[config.mk]
export PLATFORM = sky130hd
export DESIGN_NAME = cfg_chain_shadowed_flat
export DESIGN_NICKNAME = d
export VERILOG_FILES = /design/src/rtl/cfg_chain_pkg.sv /design/src/rtl/cfg_chain_shadowed_if.sv /design/src/rtl/cfg_lane_chain.sv /design/src/rtl/cfg_chain_shadowed.sv /design/src/flat_wrapper.sv
export SDC_FILE = /design/constraint.sdc
export NUM_CORES = 1
export LEC_CHECK = 0
export BUFFER_PORTS_ARGS = -buffer_cell sky130_fd_sc_hd__buf_2
export CAP_MARGIN = 40
export CORE_MARGIN = 2
export CORE_UTILIZATION = 30
export CTS_CLUSTER_DIAMETER = 60
export DETAILED_ROUTE_END_ITERATION = 8
export PLACE_DENSITY_LB_ADDON = 0.2
export SLEW_MARGIN = 20
export SYNTH_ARGS = -nofsm -noshare
export SYNTH_HDL_FRONTEND = slang
export SYNTH_SLANG_ARGS = --single-unit
[constraint.sdc]
create_clock -name clk -period 2.2 [get_ports clk]
set_input_delay 0.33 -clock clk [delete_from_list [all_inputs] [get_ports clk]]
set_output_delay 0.33 -clock clk [all_outputs]
set_load 0.05 [all_outputs]
[src/rtl/cfg_chain_pkg.sv]
// Shared definitions for the shadowed multi-lane configuration chain:
// state encoding and the FSM state type.
package cfg_chain_pkg;

    localparam int STATE_W = 2;

    localparam logic [STATE_W-1:0] ENC_IDLE   = 2'b00;
    localparam logic [STATE_W-1:0] ENC_LOAD   = 2'b01;
    localparam logic [STATE_W-1:0] ENC_COMMIT = 2'b10;
    localparam logic [STATE_W-1:0] ENC_READ   = 2'b11;

    typedef enum logic [STATE_W-1:0] {
        ST_IDLE   = ENC_IDLE,
        ST_LOAD   = ENC_LOAD,
        ST_COMMIT = ENC_COMMIT,
        ST_READ   = ENC_READ
    } state_t;

endpackage

[src/rtl/cfg_chain_shadowed_if.sv]
// Beat-level interface of the configuration chain: an input stream that
// feeds the shadow store and an output stream that reads it back.
//
// Handshake rule for both streams: a beat transfers on a rising clock edge
// where valid and ready are both high. The producer holds data stable while
// valid is high and not yet accepted. On this block, in_ready and out_valid
// are decoded from registered state only, so neither depends
// combinationally on in_valid or out_ready.
interface cfg_chain_shadowed_if #(
    parameter int LANES = 4
);
    logic             in_valid;
    logic             in_ready;
    logic [LANES-1:0] in_data;
    logic             out_valid;
    logic             out_ready;
    logic [LANES-1:0] out_data;

    // The side that feeds beats in and consumes readback beats.
    modport master (
        output in_valid, in_data, out_ready,
        input  in_ready, out_valid, out_data
    );

    // The configuration chain itself.
    modport slave (
        input  in_valid, in_data, out_ready,
        output in_ready, out_valid, out_data
    );
endinterface

[src/rtl/cfg_lane_chain.sv]
// One lane of the shadow store: a DEPTH-long register that holds, shifts in
// a new bit at the top, or rotates position 0 back to the top.
module cfg_lane_chain #(
    parameter int DEPTH = 16
) (
    input  logic             clk,
    input  logic             rst,
    input  logic             shift_en,
    input  logic             rot_en,
    input  logic             shift_in,
    output logic [DEPTH-1:0] q
);

    logic [DEPTH-1:0] q_q;
    logic [DEPTH-1:0] q_d;
    logic             top_bit;

    // Next lane value: both shift and rotate move everything down one
    // position; they differ only in what enters at DEPTH-1.
    always_comb begin
        q_d     = q_q;
        top_bit = rot_en ? q_q[0] : shift_in;
        if (shift_en || rot_en) begin
            for (int i = 0; i < DEPTH - 1; i++) begin
                q_d[i] = q_q[i + 1];
            end
            q_d[DEPTH-1] = top_bit;
        end
    end

    // Lane register with synchronous active-low clear.
    always_ff @(posedge clk) begin
        if (!rst) begin
            q_q <= '0;
        end else begin
            q_q <= q_d;
        end
    end

    assign q = q_q;

endmodule

[src/rtl/cfg_chain_shadowed.sv]
// Multi-lane shadowed configuration chain. Beats are shifted into a shadow
// store, which is copied to config_data in one cycle so the fabric never
// sees a partial configuration. The shadow can be read back circularly
// without being disturbed.
module cfg_chain_shadowed
    import cfg_chain_pkg::*;
#(
    parameter  int LANES = 4,
    parameter  int DEPTH = 16,
    localparam int CW    = $clog2(DEPTH + 1)
) (
    input  logic                     clk,
    input  logic                     rst,
    cfg_chain_shadowed_if.slave      bus,
    input  logic                     load_start,
    input  logic                     load_abort,
    input  logic                     rb_start,
    output logic                     busy,
    output logic                     done,
    output logic [CW-1:0]            beat_cnt,
    output logic [LANES*DEPTH-1:0]   config_data,
    output state_t                   dbg_state
);

    state_t                  state_q, state_d;
    logic [CW-1:0]           beat_cnt_q, beat_cnt_d;
    logic [LANES*DEPTH-1:0]  config_q, config_d;
    logic                    done_q, done_d;
    logic                    shift_en;
    logic                    rot_en;
    logic [LANES*DEPTH-1:0]  shadow_flat;
    logic [LANES-1:0]        lane_pos0;

    // One chain per lane; all lanes move in lockstep.
    for (genvar l = 0; l < LANES; l++) begin : g_lane
        logic [DEPTH-1:0] lane_bits;

        cfg_lane_chain #(
            .DEPTH (DEPTH)
        ) u_lane (
            .clk      (clk),
            .rst      (rst),
            .shift_en (shift_en),
            .rot_en   (rot_en),
            .shift_in (bus.in_data[l]),
            .q        (lane_bits)
        );

        assign shadow_flat[l*DEPTH +: DEPTH] = lane_bits;
        assign lane_pos0[l]                  = lane_bits[0];
    end

    // Session control: next state, beat counter, commit and done pulse.
    // An abort wins over a same-cycle beat, so the beat is dropped.
    always_comb begin
        state_d    = state_q;
        beat_cnt_d = beat_cnt_q;
        config_d   = config_q;
        done_d     = 1'b0;
        shift_en   = 1'b0;
        rot_en     = 1'b0;
        case (state_q)
            ST_IDLE: begin
                if (load_start) begin
                    state_d    = ST_LOAD;
                    beat_cnt_d = '0;
                end else if (rb_start) begin
                    state_d    = ST_READ;
                    beat_cnt_d = '0;
                end
            end
            ST_LOAD: begin
                if (load_abort) begin
                    state_d = ST_IDLE;
                end else if (bus.in_valid) begin
                    shift_en   = 1'b1;
                    beat_cnt_d = beat_cnt_q + CW'(1);
                    if (beat_cnt_q == CW'(DEPTH - 1)) begin
                        state_d = ST_COMMIT;
                    end
                end
            end
            ST_COMMIT: begin
                config_d = shadow_flat;
                done_d   = 1'b1;
                state_d  = ST_IDLE;
            end
            ST_READ: begin
                if (bus.out_ready) begin
                    rot_en     = 1'b1;
                    beat_cnt_d = beat_cnt_q + CW'(1);
                    if (beat_cnt_q == CW'(DEPTH - 1)) begin
                        state_d = ST_IDLE;
                    end
                end
            end
            default: begin
                state_d = ST_IDLE;
            end
        endcase
    end

    // Control registers with synchronous active-low reset.
    always_ff @(posedge clk) begin
        if (!rst) begin
            state_q    <= ST_IDLE;
            beat_cnt_q <= '0;
            config_q   <= '0;
            done_q     <= 1'b0;
        end else begin
            state_q    <= state_d;
            beat_cnt_q <= beat_cnt_d;
            config_q   <= config_d;
            done_q     <= done_d;
        end
    end

    assign bus.in_ready  = (state_q == ST_LOAD);
    assign bus.out_valid = (state_q == ST_READ);
    assign bus.out_data  = lane_pos0;
    assign busy          = (state_q != ST_IDLE);
    assign done          = done_q;
    assign beat_cnt      = beat_cnt_q;
    assign config_data   = config_q;
    assign dbg_state     = state_q;

endmodule

[src/flat_wrapper.sv]
// flat-port wrapper written by rule: the top's interface ports become plain ports
module cfg_chain_shadowed_flat import cfg_chain_pkg::*;
#(
    parameter  int LANES = 4,
    parameter  int DEPTH = 16,
    localparam int CW    = $clog2(DEPTH + 1)
)
  (clk, rst, load_start, load_abort, rb_start, busy, done, beat_cnt, config_data, dbg_state, bus_in_valid, bus_in_data, bus_out_ready, bus_in_ready, bus_out_valid, bus_out_data);
  cfg_chain_shadowed_if #(.LANES(LANES)) bus_i ();
  input  logic clk;
  input  logic rst;
  input  logic load_start;
  input  logic load_abort;
  input  logic rb_start;
  output logic busy;
  output logic done;
  output logic [CW-1:0] beat_cnt;
  output logic [LANES*DEPTH-1:0] config_data;
  output state_t dbg_state;
  input wire logic [$bits(bus_i.in_valid)-1:0] bus_in_valid;
  input wire logic [$bits(bus_i.in_data)-1:0] bus_in_data;
  input wire logic [$bits(bus_i.out_ready)-1:0] bus_out_ready;
  output wire logic [$bits(bus_i.in_ready)-1:0] bus_in_ready;
  output wire logic [$bits(bus_i.out_valid)-1:0] bus_out_valid;
  output wire logic [$bits(bus_i.out_data)-1:0] bus_out_data;
  assign bus_i.in_valid = bus_in_valid;
  assign bus_i.in_data = bus_in_data;
  assign bus_i.out_ready = bus_out_ready;
  assign bus_in_ready = bus_i.in_ready;
  assign bus_out_valid = bus_i.out_valid;
  assign bus_out_data = bus_i.out_data;
  cfg_chain_shadowed #(.LANES(LANES), .DEPTH(DEPTH)) u_core (.clk(clk), .rst(rst), .bus(bus_i), .load_start(load_start), .load_abort(load_abort), .rb_start(rb_start), .busy(busy), .done(done), .beat_cnt(beat_cnt), .config_data(config_data), .dbg_state(dbg_state));
endmodule
==> out/qor.yml <==
status: "finished clean"
postRouteAntennaNets: 0
p_sw_share_pct: 28.30
async_flop_share_pct: 0
grt-ovfl-total: 0
gr-usage-all-layers_pct: 13.30
drc: 0
ios: 90
holdBufCountCts: 0
layout_min_cycle_time_ns: 1.866
start_util_pct: 30.53
worstPathMaxFanout: 5
rows: 47
drive_gt1_share_pct: 21.84
r2r_start: "u_core.dbg_state[0]"
grt_max_degree: 66
clk_pin_slew_worst_paths_ns: 0.06
power.leakage_uw: 0.002455
avgSynthCellArea_um2: 9.107
synth_enable_flop_cells: 0
wire_per_inst_um: 13.19
syn-cell-area_um2: 5027
fin_tns_setup_ns: 0
drv_cap: 0
p_comb_share_pct: 18.8
area_growth_pct: 24.91
dieArea_um2: 17810
drtPass1Iterations: 4
cp-end-kind: "output pin"
slew_headroom_pct: 53.95
reg2reg_to: "u_core.beat_cnt[3]"
max_freq_ghz: 0.5360
hold_path.class: "in2reg"
critPathLaunch: "u_core.dbg_state[0]"
routed_wl_mm: 11.35
cts.path.max_buffers: 2
rsz0062_at_grt: "false"
p_clk_share_pct: 42.3
nNetsFinal: 646
r2r_slack_ns: 0.35
diodes: 0
p_total_uw: 6570
cts_root_buf: "clkbuf_16"
reg2reg_depth: 6
arrival_ns: 1.54
endpoint: "busy"
drtIter0Drc: 199
power.density_nw_per_um2: 1046
hold_viol_final: 0
p_int_uw: 4710
startpoint_type: "register"
post-route-period-util_pct: 84.80
final_max_slew_viol_count: 0
synthFlopType: "dfxtp_1"
peakVddDrop_mv: 0.5150
synth.distinct_cells: 34
gp_congestion: 0.7052
critPathKind: "reg2out"
route.vias.total: 3815
clk_latency_ns: 0.41
cts_setup_buffers: 0
syn_nets: 569
avgViaCountPerCell: 4.431
yosysWarnings: 0
synth_seq_cells: 136
cts_tree: "yes"
cts_htree_levels: 4
tightest_slew_ns: 0.6907
antenna_found_initial: 0
die_y_um: 133.5
grt_pass1_vias: 3735
coreArea_um2: 16470
dpl.hpwl_mm: 7.487
port_buffers: 89
p_sw_uw: 1859
die_w_um: 133.5
cts_resized: 0
finalSetupViolations: 0
required_ns: 1.87
yosysSeqAreaShare_pct: 54.16
p_seq_share_pct: 38.9
finClkSkew_ns: 0.003360
numClockSinks: 136
grt_pass1_wl_mm: 18.74
synth_cells: 552
cts_buffers: 17
registers in the layout, summed over array words and instances (netlist names):
register                cells
u_core.done                 1
u_core.g_lane.u_lane.q     64
u_core.dbg_state            2
u_core.config_data         64
u_core.beat_cnt             5
power groups by stage:
stage,Clock [uW],Combinational (uW),Sequential (uW)
after CTS,2850,1250,2560
after detailed placement,0,1250,2610
final,2780,1230,2560
after global routing,2980,1320,2560
after global placement,0,1220,2610
after floorplan,0,844,2700
worst min-delay path by stage:
| stage | startpoint | to | slack (ns) | cells after the start |
|---|---|---|---|---|
| 6_report | bus_in_data[0] | u_core.g_lane[0].u_lane.q[15] | 0.19 | 3 |
| 3_5_place_dp | u_core.g_lane[0].u_lane.q[4] | u_core.g_lane[0].u_lane.q[3] | 0.46 | 2 |
| 5_1_grt | bus_in_data[0] | u_core.g_lane[0].u_lane.q[15] | 0.18 | 3 |
| 4_1_cts | bus_in_data[0] | u_core.g_lane[0].u_lane.q[15] | 0.17 | 3 |
| 3_3_place_gp | u_core.g_lane[0].u_lane.q[4] | u_core.g_lane[0].u_lane.q[4] | 0.45 | 2 |
| 2_1_floorplan | u_core.g_lane[0].u_lane.q[10] | u_core.g_lane[0].u_lane.q[10] | 0.44 | 2 |
stage by stage:
stage               std cells  hold slack (ns)  cell area, um^2  utilization, %  worst slack [ns]
floorplan                 552           0.4447             5032               -           0.01530
global placement          830           0.4545             5697           34.60            0.4401
detailed placement        830           0.4629             5697           34.60            0.3365
CTS                       861           0.1712             6280           38.14            0.3030
global route              861           0.1786             6280           38.14            0.2012
finish                    861           0.1885             6280           38.14            0.3344
cell families after synthesis:
family	synth area share (%)
adders and majority gates	1.493
AOI/OAI and AO/OA	9.059
and+or+nand+nor	17.45
DFF	54.16
buffers and inverters	4.679
muxes	13.17
synthesized netlist by cell type (2+ instances only):
| cell | n | area (um^2) |
|---|---|---|
| dfxtp_1 | 136 | 2723 |
| nand2_1 | 129 | 484.2 |
| nor2_1 | 73 | 274.0 |
| mux2i_1 | 65 | 650.6 |
| a21oi_1 | 63 | 315.3 |
| buf_2 | 23 | 115.1 |
| clkbuf_1 | 10 | 37.54 |
| buf_4 | 7 | 52.55 |
| ha_1 | 6 | 75.07 |
| nand3_1 | 6 | 30.03 |
| a311oi_1 | 4 | 35.03 |
| inv_1 | 4 | 15.01 |
| o21ai_0 | 3 | 15.01 |
| nand2b_1 | 2 | 12.51 |
| o211ai_1 | 2 | 15.01 |
critical path: stages (launching register included):
cell and delay, ns:
dfxtp_1 0.39, inv_1 0.12, ha_1 0.28, inv_1 0.08, buf_2 0.25
cell usage in the layout (no fill, tap or decap), drive strengths merged, types with 2 or more instances in the layout:
cell,count
a21oi,64
a311oi,4
buf,99
bufinv,2
clkbuf,23
clkinv,4
clkinvlp,2
dfxtp,136
ha,6
inv,5
mux2i,65
nand2,129
nand2b,2
nand3,6
nor2,73
o211ai,2
o21ai,3
or2b,2
area by class of cell:
class	instances	area (um^2)
inverters	5	21.27
repair buffers	99	583.1
clock buffers	23	488.0
fillers	1694	10190
well taps	220	275.3
multi-input cells	370	2095
flip-flops and latches	136	2723
clock inverters	8	95.09
metal layers:
layer	vias up	part of all wire, %	track usage [%]
met5	-	0	0
met4	0	1.8	5.615
met3	14	4.2	4.414
met2	69	46	20.62
met1	1757	48	17.00
li1	1975	-	-
No activity file was read; power rests on OpenSTA's default activity.
